File: config.mk
export PLATFORM = sky130hd
export DESIGN_NAME = pipe_stage_skid
export DESIGN_NICKNAME = d
export VERILOG_FILES = /design/src/rtl/pipe_pkg.sv /design/src/rtl/pipe_entry_reg.sv /design/src/rtl/pipe_stage_skid.sv
export SDC_FILE = /design/constraint.sdc
export NUM_CORES = 1
export LEC_CHECK = 0
export ABC_CLOCK_PERIOD_IN_PS = 1950
export CAP_MARGIN = 15
export CORE_AREA = 3 3 141 157
export CTS_CLUSTER_DIAMETER = 30
export DETAILED_ROUTE_END_ITERATION = 8
export DIE_AREA = 0 0 144 160
export PLACE_DENSITY = 0.83
export SYNTH_ARGS = -nofsm -noshare
export SYNTH_HDL_FRONTEND = slang
export SYNTH_SLANG_ARGS = --single-unit
File: constraint.sdc
create_clock -name clk -period 1.95 [get_ports clk]
set_clock_uncertainty 0.1 [all_clocks]
set_input_delay 0.195 -clock clk [delete_from_list [all_inputs] [get_ports clk]]
set_output_delay 0.195 -clock clk [all_outputs]
set_load 0.01 [all_outputs]
File: src/rtl/pipe_pkg.sv
// Shared definitions for the pipeline stage register: state encoding and the
// default bubble instruction.
package pipe_pkg;

  typedef enum logic [1:0] {
    PS_EMPTY = 2'd0,
    PS_FULL  = 2'd1,
    PS_SKID  = 2'd2
  } pipe_state_e;

  // MIPS sll $0,$0,0
  localparam logic [31:0] MIPS_NOP = 32'h0000_0000;

endpackage

File: src/rtl/pipe_entry_reg.sv
// One pipeline entry: a valid bit plus instruction / PC+4 / PC payload.
// Clearing drops the valid bit and parks the instruction at the NOP value.
module pipe_entry_reg
  import pipe_pkg::*;
#(
  parameter int                     INSTR_WIDTH = 32,
  parameter int                     ADDR_WIDTH  = 32,
  parameter logic [INSTR_WIDTH-1:0] NOP_VALUE   = INSTR_WIDTH'(MIPS_NOP)
) (
  input  logic                   clk,
  input  logic                   rst_n,
  input  logic                   load_i,
  input  logic                   clear_i,
  input  logic [INSTR_WIDTH-1:0] instr_i,
  input  logic [ADDR_WIDTH-1:0]  pc4_i,
  input  logic [ADDR_WIDTH-1:0]  pc_i,
  output logic                   valid_o,
  output logic [INSTR_WIDTH-1:0] instr_o,
  output logic [ADDR_WIDTH-1:0]  pc4_o,
  output logic [ADDR_WIDTH-1:0]  pc_o
);

  logic                   valid_q;
  logic [INSTR_WIDTH-1:0] instr_q;
  logic [ADDR_WIDTH-1:0]  pc4_q;
  logic [ADDR_WIDTH-1:0]  pc_q;

  // PC fields keep their last value on clear; only the instruction is forced.
  always_ff @(posedge clk or negedge rst_n) begin
    if (!rst_n) begin
      valid_q <= 1'b0;
      instr_q <= NOP_VALUE;
      pc4_q   <= '0;
      pc_q    <= '0;
    end else if (clear_i) begin
      valid_q <= 1'b0;
      instr_q <= NOP_VALUE;
    end else if (load_i) begin
      valid_q <= 1'b1;
      instr_q <= instr_i;
      pc4_q   <= pc4_i;
      pc_q    <= pc_i;
    end
  end

  assign valid_o = valid_q;
  assign instr_o = instr_q;
  assign pc4_o   = pc4_q;
  assign pc_o    = pc_q;

endmodule

File: src/rtl/pipe_stage_skid.sv
// Fetch/decode stage register with ready/valid handshake, flush, global
// enable freeze, optional one-entry skid buffer and a saturating bubble counter.
module pipe_stage_skid
  import pipe_pkg::*;
#(
  parameter int                     INSTR_WIDTH = 32,
  parameter int                     ADDR_WIDTH  = 32,
  parameter logic [INSTR_WIDTH-1:0] NOP_VALUE   = INSTR_WIDTH'(MIPS_NOP),
  parameter bit                     SKID        = 1'b1,
  parameter int                     CNT_WIDTH   = 16
) (
  input  logic                   clk,
  input  logic                   reset,
  input  logic                   enable,
  input  logic                   flush,
  input  logic                   in_valid,
  output logic                   in_ready,
  input  logic [INSTR_WIDTH-1:0] Instruction_In,
  input  logic [ADDR_WIDTH-1:0]  PC_4_In,
  input  logic [ADDR_WIDTH-1:0]  PC,
  output logic                   out_valid,
  input  logic                   out_ready,
  output logic [INSTR_WIDTH-1:0] Instruction_Out,
  output logic [ADDR_WIDTH-1:0]  PC_4_Out,
  output logic [ADDR_WIDTH-1:0]  PC_Out,
  output logic [CNT_WIDTH-1:0]   bubble_count
);

  pipe_state_e state_q, state_d;

  logic in_xfer, out_xfer;
  logic main_load, main_clear, main_from_skid;
  logic skid_load, skid_clear;

  logic                   main_valid, skid_valid;
  logic [INSTR_WIDTH-1:0] main_instr, skid_instr, main_instr_in;
  logic [ADDR_WIDTH-1:0]  main_pc4, skid_pc4, main_pc4_in;
  logic [ADDR_WIDTH-1:0]  main_pc, skid_pc, main_pc_in;

  logic [CNT_WIDTH-1:0] bubble_q, bubble_d;

  assign in_xfer  = in_valid & in_ready;
  assign out_xfer = main_valid & out_ready & enable;

  always_comb begin
    state_d        = state_q;
    main_load      = 1'b0;
    main_clear     = 1'b0;
    main_from_skid = 1'b0;
    skid_load      = 1'b0;
    skid_clear     = 1'b0;
    if (enable) begin
      if (flush) begin
        state_d    = PS_EMPTY;
        main_clear = 1'b1;
        skid_clear = 1'b1;
      end else begin
        case (state_q)
          PS_EMPTY: begin
            if (in_xfer) begin
              main_load = 1'b1;
              state_d   = PS_FULL;
            end
          end
          PS_FULL: begin
            if (in_xfer && out_xfer) begin
              main_load = 1'b1;
            end else if (in_xfer && SKID) begin
              skid_load = 1'b1;
              state_d   = PS_SKID;
            end else if (out_xfer) begin
              main_clear = 1'b1;
              state_d    = PS_EMPTY;
            end
          end
          PS_SKID: begin
            // Older beat leaves, skid entry slides into main on the same edge.
            if (out_xfer) begin
              main_load      = 1'b1;
              main_from_skid = 1'b1;
              skid_clear     = 1'b1;
              state_d        = PS_FULL;
            end
          end
          default: begin
            state_d    = PS_EMPTY;
            main_clear = 1'b1;
            skid_clear = 1'b1;
          end
        endcase
      end
    end
  end

  always_comb begin
    bubble_d = bubble_q;
    if (enable && !main_valid && (bubble_q != {CNT_WIDTH{1'b1}})) begin
      bubble_d = bubble_q + 1'b1;
    end
  end

  always_ff @(posedge clk or negedge reset) begin
    if (!reset) begin
      state_q  <= PS_EMPTY;
      bubble_q <= '0;
    end else begin
      state_q  <= state_d;
      bubble_q <= bubble_d;
    end
  end

  assign main_instr_in = main_from_skid ? skid_instr : Instruction_In;
  assign main_pc4_in   = main_from_skid ? skid_pc4   : PC_4_In;
  assign main_pc_in    = main_from_skid ? skid_pc    : PC;

  pipe_entry_reg #(
    .INSTR_WIDTH (INSTR_WIDTH),
    .ADDR_WIDTH  (ADDR_WIDTH),
    .NOP_VALUE   (NOP_VALUE)
  ) main_u (
    .clk     (clk),
    .rst_n   (reset),
    .load_i  (main_load),
    .clear_i (main_clear),
    .instr_i (main_instr_in),
    .pc4_i   (main_pc4_in),
    .pc_i    (main_pc_in),
    .valid_o (main_valid),
    .instr_o (main_instr),
    .pc4_o   (main_pc4),
    .pc_o    (main_pc)
  );

  generate
    if (SKID) begin : g_skid
      logic in_ready_q;

      pipe_entry_reg #(
        .INSTR_WIDTH (INSTR_WIDTH),
        .ADDR_WIDTH  (ADDR_WIDTH),
        .NOP_VALUE   (NOP_VALUE)
      ) skid_u (
        .clk     (clk),
        .rst_n   (reset),
        .load_i  (skid_load),
        .clear_i (skid_clear),
        .instr_i (Instruction_In),
        .pc4_i   (PC_4_In),
        .pc_i    (PC),
        .valid_o (skid_valid),
        .instr_o (skid_instr),
        .pc4_o   (skid_pc4),
        .pc_o    (skid_pc)
      );

      // Ready comes from a flop so out_ready never reaches in_ready combinationally.
      always_ff @(posedge clk or negedge reset) begin
        if (!reset) begin
          in_ready_q <= 1'b1;
        end else begin
          in_ready_q <= (state_d != PS_SKID);
        end
      end

      assign in_ready = reset & enable & in_ready_q;
    end else begin : g_noskid
      assign skid_valid = 1'b0;
      assign skid_instr = NOP_VALUE;
      assign skid_pc4   = '0;
      assign skid_pc    = '0;
      assign in_ready   = reset & enable & (!main_valid | out_ready);
    end
  endgenerate

  assign out_valid       = main_valid;
  assign Instruction_Out = main_instr;
  assign PC_4_Out        = main_pc4;
  assign PC_Out          = main_pc;
  assign bubble_count    = bubble_q;

endmodule

==> flow_summary.ini <==
[logic_synthesis]
synth_nets = 760
synth.area.top_cells = dfrtp_1 57%, mux2_2 23%, mux2i_1 3.5%, a22o_1 3.0%, o21ai_0 1.8%
ys_seq_area_frac = 0.575
ys.flop_type = dfrtp_1
syn_area_per_cell_um2 = 14.0
synth_top_area_frac = 0.573
synthArstFlopShare = 1.00
synth_seq_cells = 212
synth_area_leader_cell = dfrtp_1
netlist_area_um2 = 9220
yosysMostFrequentCell = dfrtp_1
yosys_warnings = 0
yosys-top-cells-count = 211 x dfrtp_1, 185 x mux2_2, 41 x nand2_1, 34 x o21ai_0
synth-edff-count = 0
synth_cell_types = 46
synthCells = 657

[critical_path]
startpoint = state_q[0]
worstPathRequired_ns = 2.23
path_max_fanout = 8
r2r_setup_slack_ns = -0.05
cp-start-kind = flip-flop
reg2reg_from = state_q[0]
end_kind = flip-flop
cp_cell_sequence = nor3b_4, nand4_4, buf_12, o41ai_4, buf_6, clkbuf_16, mux2_4
worst_path_largest_cell_delay_ns = 0.44
r2r_cells = 7
path_class = reg -> reg
worstReg2RegEnd = main_u.pc4_o[18]
crit_slowest_cell = dfrtp_2
cp.arrival_ns = 2.28

[floorplanning]
boundaryPins = 216
die-height_um = 160
row_count = 55
start_util = 0.448
die_area_um2 = 23000
die_w_um = 144
core_area_um2 = 20600

[global_route]
track_usage = 0.199
overflow = 0
grt_max_degree = 120
grt_use_met3 = 0.0563
grt_util_met1 = 0.256
grt_pass1_wl_mm = 37.0
use_met2 = 0.324
top_usage_layer = met2
antenna_found_initial = 1
first_global_vias = 7052

[worst_hold_path]
hold_path.class = in -> reg
min_from = PC_4_In[19]
whs_endpoint = g_skid.skid_u.pc4_o[19]
whs_path_depth = 2

[detailed_routing]
drc_errors = 0
antenna_left = 0
dr.pass1.iters = 4
vias = 6632
drt_iter0_drc = 213
wl_per_cell_um = 20.6
routed_wl_mm = 25.4
vias_per_cell = 5.38

[cts]
cts-htree-levels = 2
cts_tree = built
root_buffer = clkbuf_16
clk_latency_ns = 0.51
cts.sinks = 212
cts_max_path_buffers = 3
cts_buffers = 41
clk_pin_slew_ns = 0.05

[run]
drv_cap = 0

[timing]
finalSetupTns_ns = -2.18
grt_setup_unrepaired = true
slew_viol_final = 0
max_freq_mhz = 500
relSlewSlack = 0.541
finalCriticalPeriod_ns = 2.00
tightest_slew_ns = 0.688
finalHoldViolations = 0
setup_slack_ns = -0.0515
setup_viol = 99
fin_crit_sh = 1.03

[layout]
area_delta_synth_final_pct = 53.6
final_nets = 1047
fillCellCount = 1352
layout.cells.non_filler = 1233
final_layout_size_suffix_gt1_frac = 0.353
post-route-util = 0.689

[pwr]
ir_worst_vdd_v = 0.00113
power_density_nw_per_um2 = 1200
cellLeakagePower_nw = 6.59

[place]
dpl.hpwl_mm = 14.9
pre_cts_ws_ns = -0.339
portBuffers = 215
gp_congestion = 0.797
post-place-cells = 1141

[run_status]
outcome = finished with violations
violations = negative setup slack
worst max-delay path: cells and delay by family, from the launching register on:
family	cells	cell delay, ns
AO/OA/AOI/OAI	1	0.07
multiplexers	1	0.29
flip-flops	1	0.44
AND/OR/NAND/NOR	2	0.35
buffers and inverters	3	0.61
metal layers:
layer | share of wire | routed length (um)
met3 | 0.061 | 1540
met2 | 0.50 | 12600
met4 | 0.029 | 732
met5 | 0 | 0
met1 | 0.41 | 10400
report_power, final:
part	switching, mW	internal [mW]
Clock	2.31	5.42
Sequential	0.607	5.28
Combinational	1.22	2.14
through the flow:
stage	power [mW]	cell area [um2]	hold WS, ns
CTS	16.9	13700	0.204
finish	17.0	14200	0.227
detailed placement	8.94	12000	0.215
global route	17.6	14200	0.222
global placement	8.83	12000	0.205
floorplan	7.03	9230	-0.201
flip-flops by register name, indices dropped and copies added (netlist names):
register	count
bubble_count	16
g_skid.in_ready_q	1
g_skid.skid_u.instr_o	32
g_skid.skid_u.pc4_o	32
g_skid.skid_u.pc_o	32
main_u.instr_o	32
main_u.pc4_o	32
main_u.pc_o	32
main_u.valid_o	1
state_q	2
kinds of logic (layout without fill, tap and decap cells):
logic type / Yosys count / after routing / synth area share
muxes: 227 / 227 / 0.275
buffers and inverters: 41 / 360 / 0.0247
xor gates and xnor gates: 11 / 11 / 0.0104
AOI/OAI and AO/OA: 87 / 87 / 0.0673
other: 0 / 1 / 0
adders and majority gates: 1 / 1 / 0.00136
and+or+nand+nor: 78 / 78 / 0.0460
DFF: 212 / 212 / 0.575
layout by cell type, fill, tap and decap left out, types with 7 or more instances in the layout:
cell / Yosys / layout
nand3_1: 7 / 7
buf_4: 9 / 38
a22o_1: 32 / 32
mux2_2: 185 / 120
clkbuf_16: 0 / 50
buf_12: 0 / 11
nand2_1: 41 / 41
nand4_1: 8 / 8
bufinv_16: 0 / 10
o21ai_0: 34 / 29
mux2i_1: 32 / 32
mux2_4: 5 / 70
clkdlybuf4s50_1: 0 / 213
xor2_1: 7 / 7
dfrtp_1: 211 / 209
area by class of cell:
class	instances	area, um2	area share
flip-flops and latches	212	5310	0.375
multi-input cells	404	3970	0.280
repair buffers	285	3040	0.215
clock buffers	50	1120	0.0792
clock inverters	25	404	0.0285
well taps	256	320	0.0226
diodes	1	2.50	0.000177
repair_timing:
action / 4_1_cts / 5_1_grt
gates cloned: 1 / 9
pin swaps: 2 / 0
buffers inserted: 4 / 1
setup endpoints to repair: 163 / 162
hold buffers: 1 / 0
gates resized for setup: 33 / 59
hold endpoints to repair: 37 / 0
worst max-delay path by stage:
stage                                   end  cells past startpoint  slack [ns]
floorplan           g_skid.skid_u.pc4_o[10]                      5      -0.004
global placement             main_u.pc_o[8]                      6       -0.30
detailed placement         main_u.pc4_o[22]                      6       -0.34
CTS                   g_skid.skid_u.pc_o[4]                      5       -0.06
global route               main_u.pc4_o[18]                      6       -0.11
finish                     main_u.pc4_o[18]                      7       -0.05
Note: power is estimated with default switching activity, not from simulation.
